==> src/rtl/pc_stack_sequencer.sv <==
// pc_stack_sequencer: PC, fetch/execute phase, fetch register and call/return stack; STACK_CIRCULAR_EN makes overflow overwrite the oldest entry
module pc_stack_sequencer #(
  parameter int ADDR_W      = 12,
  parameter int INSTR_W     = 8,
  parameter int STACK_DEPTH = 4
) (
  input  logic                               clock,
  input  logic                               reset,
  input  logic                               en,
  input  logic [INSTR_W-1:0]                 rom_data,
  input  logic                               jump,
  input  logic                               call,
  input  logic                               ret,
  input  logic [ADDR_W-1:0]                  target,
  output logic [ADDR_W-1:0]                  pc,
  output logic                               phase,
  output logic [INSTR_W-1:0]                 instr_q,
  output logic [$clog2(STACK_DEPTH+1)-1:0]   depth,
  output logic                               stack_full,
  output logic                               stack_empty,
  output logic                               stack_err
);
  localparam int DW = $clog2(STACK_DEPTH + 1);
  localparam int PW = $clog2(STACK_DEPTH);
  typedef enum logic {FETCH = 1'b0, EXEC = 1'b1} state_t;
  state_t state, state_n;
  logic [ADDR_W-1:0] stk [STACK_DEPTH];
  logic [PW-1:0] wp, wp_n, wp_inc, wp_dec;
  logic [ADDR_W-1:0] pc_n;
  logic [INSTR_W-1:0] instr_n;
  logic [DW-1:0] depth_n;
  logic err_n, fetch, exec, do_ret, do_call, do_jump, pop, push, underflow, overflow;
  assign phase       = state == EXEC;
  assign stack_full  = depth == DW'(STACK_DEPTH);
  assign stack_empty = depth == '0;
  // wp is the next free slot; when full it also addresses the oldest entry
  assign wp_inc = (wp == PW'(STACK_DEPTH - 1)) ? '0 : wp + 1'b1;
  assign wp_dec = (wp == '0) ? PW'(STACK_DEPTH - 1) : wp - 1'b1;
  always_comb begin
    fetch     = en && state == FETCH;
    exec      = en && state == EXEC;
    do_ret    = exec && ret;
    do_call   = exec && call && !ret;
    do_jump   = exec && jump && !call && !ret;
    pop       = do_ret && !stack_empty;
    underflow = do_ret && stack_empty;
`ifdef STACK_CIRCULAR_EN
    push      = do_call;
    overflow  = 1'b0;
`else
    push      = do_call && !stack_full;
    overflow  = do_call && stack_full;
`endif
    state_n   = en ? (state == FETCH ? EXEC : FETCH) : state;
    instr_n   = fetch ? rom_data : instr_q;
    pc_n      = fetch ? pc + 1'b1 : pop ? stk[wp_dec] : (push || do_jump) ? target : pc;
    depth_n   = pop ? depth - 1'b1 : (push && !stack_full) ? depth + 1'b1 : depth;
    wp_n      = pop ? wp_dec : push ? wp_inc : wp;
    err_n     = stack_err || underflow || overflow;
  end
  always_ff @(posedge clock or negedge reset) begin
    if (!reset) begin
      state     <= FETCH;
      pc        <= '0;
      instr_q   <= '0;
      depth     <= '0;
      wp        <= '0;
      stack_err <= 1'b0;
    end else begin
      state     <= state_n;
      pc        <= pc_n;
      instr_q   <= instr_n;
      depth     <= depth_n;
      wp        <= wp_n;
      stack_err <= err_n;
    end
  end
  always_ff @(posedge clock) begin
    if (reset && push) stk[wp] <= pc;
  end
endmodule

==> config.mk <==
export PLATFORM = sky130hd
export DESIGN_NAME = pc_stack_sequencer
export DESIGN_NICKNAME = d
export VERILOG_FILES = /design/src/rtl/pc_stack_sequencer.sv
export SDC_FILE = /design/constraint.sdc
export NUM_CORES = 1
export LEC_CHECK = 0
export BUFFER_PORTS_ARGS = -buffer_cell sky130_fd_sc_hd__buf_2
export CELL_PAD_IN_SITES_DETAIL_PLACEMENT = 1
export CELL_PAD_IN_SITES_GLOBAL_PLACEMENT = 2
export CORE_AREA = 3 3 147 78
export DETAILED_ROUTE_END_ITERATION = 7
export DIE_AREA = 0 0 150 81
export PLACE_DENSITY_LB_ADDON = 0.08
export RECOVER_POWER = 100
export SLEW_MARGIN = 20
export SYNTH_ARGS = -nofsm -noshare
export SYNTH_HDL_FRONTEND = slang
export SYNTH_SLANG_ARGS = --single-unit
==> constraint.sdc <==
create_clock -name clock -period 2.3 [get_ports clock]
set_input_delay 0.46 -clock clock [delete_from_list [all_inputs] [get_ports clock]]
set_output_delay 0.46 -clock clock [all_outputs]
set_load 0.05 [all_outputs]
==> impl_results.md <==
- CP max FO: 9
- CTS tree: yes
- Kind of critical path: flop to output port
- First-pass GRT wire length: 15,800 µm
- Drt pass-1 iters: 4
- Least-Margin Pin Slew: about 1200 ps
- Wirelength, routed: 10,200 µm
- Register area share after synthesis: around three fifths
- Synthesized area: around 0.0036 mm²
- Worst reg2reg path depth: 7
- Height of the chip: between 80 and 90 µm
- Via Count: 2,575
- DRT antenna net count: 0
- Syn nets: 293
- Synthesized area per cell: between 10 and 15 µm²
- FF-to-FF End: pc[1]$_DFFE_PN0P_
- Period utilization: 95.1%
- Post-Synthesis Cells: 261
- Ys Warns: 0
- Port buffer count: 52
- CP Data Required Time: 1840 ps
- All-layer global routing usage: 17.7%
- Sequential share of power: 33.5%
- Bufs on Longest Clock Path: 2
- Most frequent cells in the layout: edfxtp_1, nand2_1, clkbuf_1
- I/O pin count: 53
- Hold_ws: 173 ps
- Post-synth EDFFs: 48
- Vias/cell: 5.44
- Post-synth ARST share: 36.0%
- Cell Area, Placed: 0.00405 mm²
- Yosys cell types: 62
- H-tree Lvls: 3
- Fraction of layout cells with a size suffix above 1: 24.9%
- Commonest non-fill, non-tap cell in the layout: edfxtp_1
- Initial Util: 35.2%
- Top Family by Delay on Critical Path: simple AND/OR/NAND/NOR gates
- RSZ-0062 raised after global routing: no
- Ys flop type: edfxtp_1
- Net count reported at finish: 360
- Outcome: completed
- Slew margin rel.: 17.8%
- Antenna cell count: 0
- Max frequency: about 0.46 GHz
- CP Launch Type: flop
- Reg-to-Reg Start: wp[1]$_DFFE_PN0P_
- GRT Residual Overflow: 0
- Synthesized flop and latch total: 75
- Final GP Congestion: 0.744
- Avg WL per Cell: around 21 µm
- Area Growth Syn to Fin: 20.5%
- # fillers: 1,097
- DR iter-0 viols: 94
- Max-Cap Viols: 0
- Clock-pin slew on the worst setup and hold paths: around 60 ps
- Clk_lat worst skew: 330 ps
- Antenna violations before repair: 0
- Final Instance Area: 0.00431 mm²
- Hold buffer count at cts: 0
- Setup crit end: stack_empty
- Crit end category: output port
- Post-DP HPWL: 7030 µm
- Clk root buf: clkbuf_16
- Crit path depth: 3
- Crit-path cells: or3_4, inv_2, clkbuf_4
- LEAKAGE: 0.00167 µW
- Post-route minimum period: around 2200 ps
- Worst path buffer plus inverter count: 2
- Setup Skew: between 4 and 5 ps
- Switching Power: 2800 µW
- Final Max Tran Viols: 0
- Fin. Hold Viols: 0
- Setup TNS Final: 0 ps
- Comb pwr share: 44.7%
- Switching share of total power: 43.6%
- WP data arrival: between 1500 and 2000 ps
- VDD IR max: 0.000548 V
- Crit-path max cell delay: 480 ps
- CTS Buf Count: 9
- CP max stage cell: or3_4
- Largest net degree at the start of global routing: 21
- Chip width: 150 µm
- Pint: 3620 µW
- Vias in the first global route: about 2,700
- Core area: 0.0101 mm²
- Core Rows: 26
- Worst reg-to-reg setup slack: 140 ps
- DRC violations left: 0
- Crit path from: depth[1]$_DFFE_PN0P_
- Die Area: 0.0122 mm²
- Sink Count: 75
- Worst hold path class: input pin to asynchronous set/reset pin
- Clock power frac: around 22%
- Final setup fails: 0
- P per Cell Area: 1490 mW/mm²
stage by stage:
stage | setup slack, ps | total power, µW | util (%) | std cells
floorplan | 143 | 4230 | - | 261
global placement | 234 | 5040 | 39.9 | 454
detailed placement | 159 | 5090 | 39.9 | 454
CTS | 23.0 | 6530 | 42.8 | 470
global route | 37.4 | 6780 | 42.5 | 473
finish | 113 | 6420 | 42.5 | 473
sequential cells by signal (all words and copies together), names as in the netlist:
register	cells
stk	48
wp	2
stack_err	1
pc	12
instr_q	8
phase	1
depth	3
worst min path at each step:
stage / startpoint / end / slack [ps] / cells after the start
2_1_floorplan: reset / depth[0]$_DFFE_PN0P_ / 160 / 0
3_3_place_gp: reset / wp[0]$_DFFE_PN0P_ / 380 / 1
3_5_place_dp: reset / wp[0]$_DFFE_PN0P_ / 370 / 1
4_1_cts: reset / depth[1]$_DFFE_PN0P_ / 8 / 1
5_1_grt: reset / wp[0]$_DFFE_PN0P_ / 210 / 1
6_report: reset / wp[0]$_DFFE_PN0P_ / 170 / 1
final cells by class:
type	instances	area [µm²]	area share (%)
sequential	75	2120	49.1
tap	140	175	4.07
inverter	7	26.3	0.610
timing repair buffer	69	362	8.39
clock inverter	6	66.3	1.54
clock buffer	10	229	5.31
multi-input combinational	166	1330	31.0
synthesized netlist by cell type (5+ instances only):
cell	number	share of area, %
nand2_1	40	4.2
mux4_2	7	4.4
ha_1	6	2.1
nand3_1	6	0.84
buf_2	8	1.1
dfrtp_1	27	19
inv_1	5	0.52
o211ai_1	5	1.0
nor2_1	6	0.63
and3_1	6	1.0
a21oi_1	6	0.84
o21ai_0	8	1.1
edfxtp_1	48	40
metal layers:
| metal | track usage [%] | vias up | part of all wire, % |
|---|---|---|---|
| li1 | - | 1154 | - |
| met1 | 24.2 | 1338 | 47 |
| met2 | 28.3 | 75 | 47 |
| met3 | 5.07 | 8 | 5.6 |
| met4 | 4.29 | 0 | 0.59 |
| met5 | 0 | - | 0 |
logic make-up (layout without fill, tap and decap cells):
| kind of cell | count (synthesis) | in the layout | share of synthesized area (%) |
|---|---|---|---|
| AOI/OAI and AO/OA | 61 | 61 | 14.2 |
| xor gates and xnor gates | 4 | 4 | 0.980 |
| adders and majority gates | 6 | 6 | 2.10 |
| buffers and inverters | 20 | 92 | 3.36 |
| DFF | 75 | 75 | 59.2 |
| muxes | 15 | 15 | 8.54 |
| and+or+nand+nor | 80 | 80 | 11.7 |
repair_timing:
action,in CTS,in global routing
resized for setup,1,1
buffers inserted,0,3
endpoints found under the hold margin,0,0
setup endpoints to repair,1,3
power by group through the flow:
stage                     registers [µW]  logic, µW  clock network (µW)
after floorplan                     2830       1410                   0
after global placement              2150       2900                   0
after detailed placement            2170       2930                   0
after CTS                           2150       2940                1440
after global routing                2200       3080                1510
final                               2150       2870                1400
No activity file was read; power rests on OpenSTA's default activity.
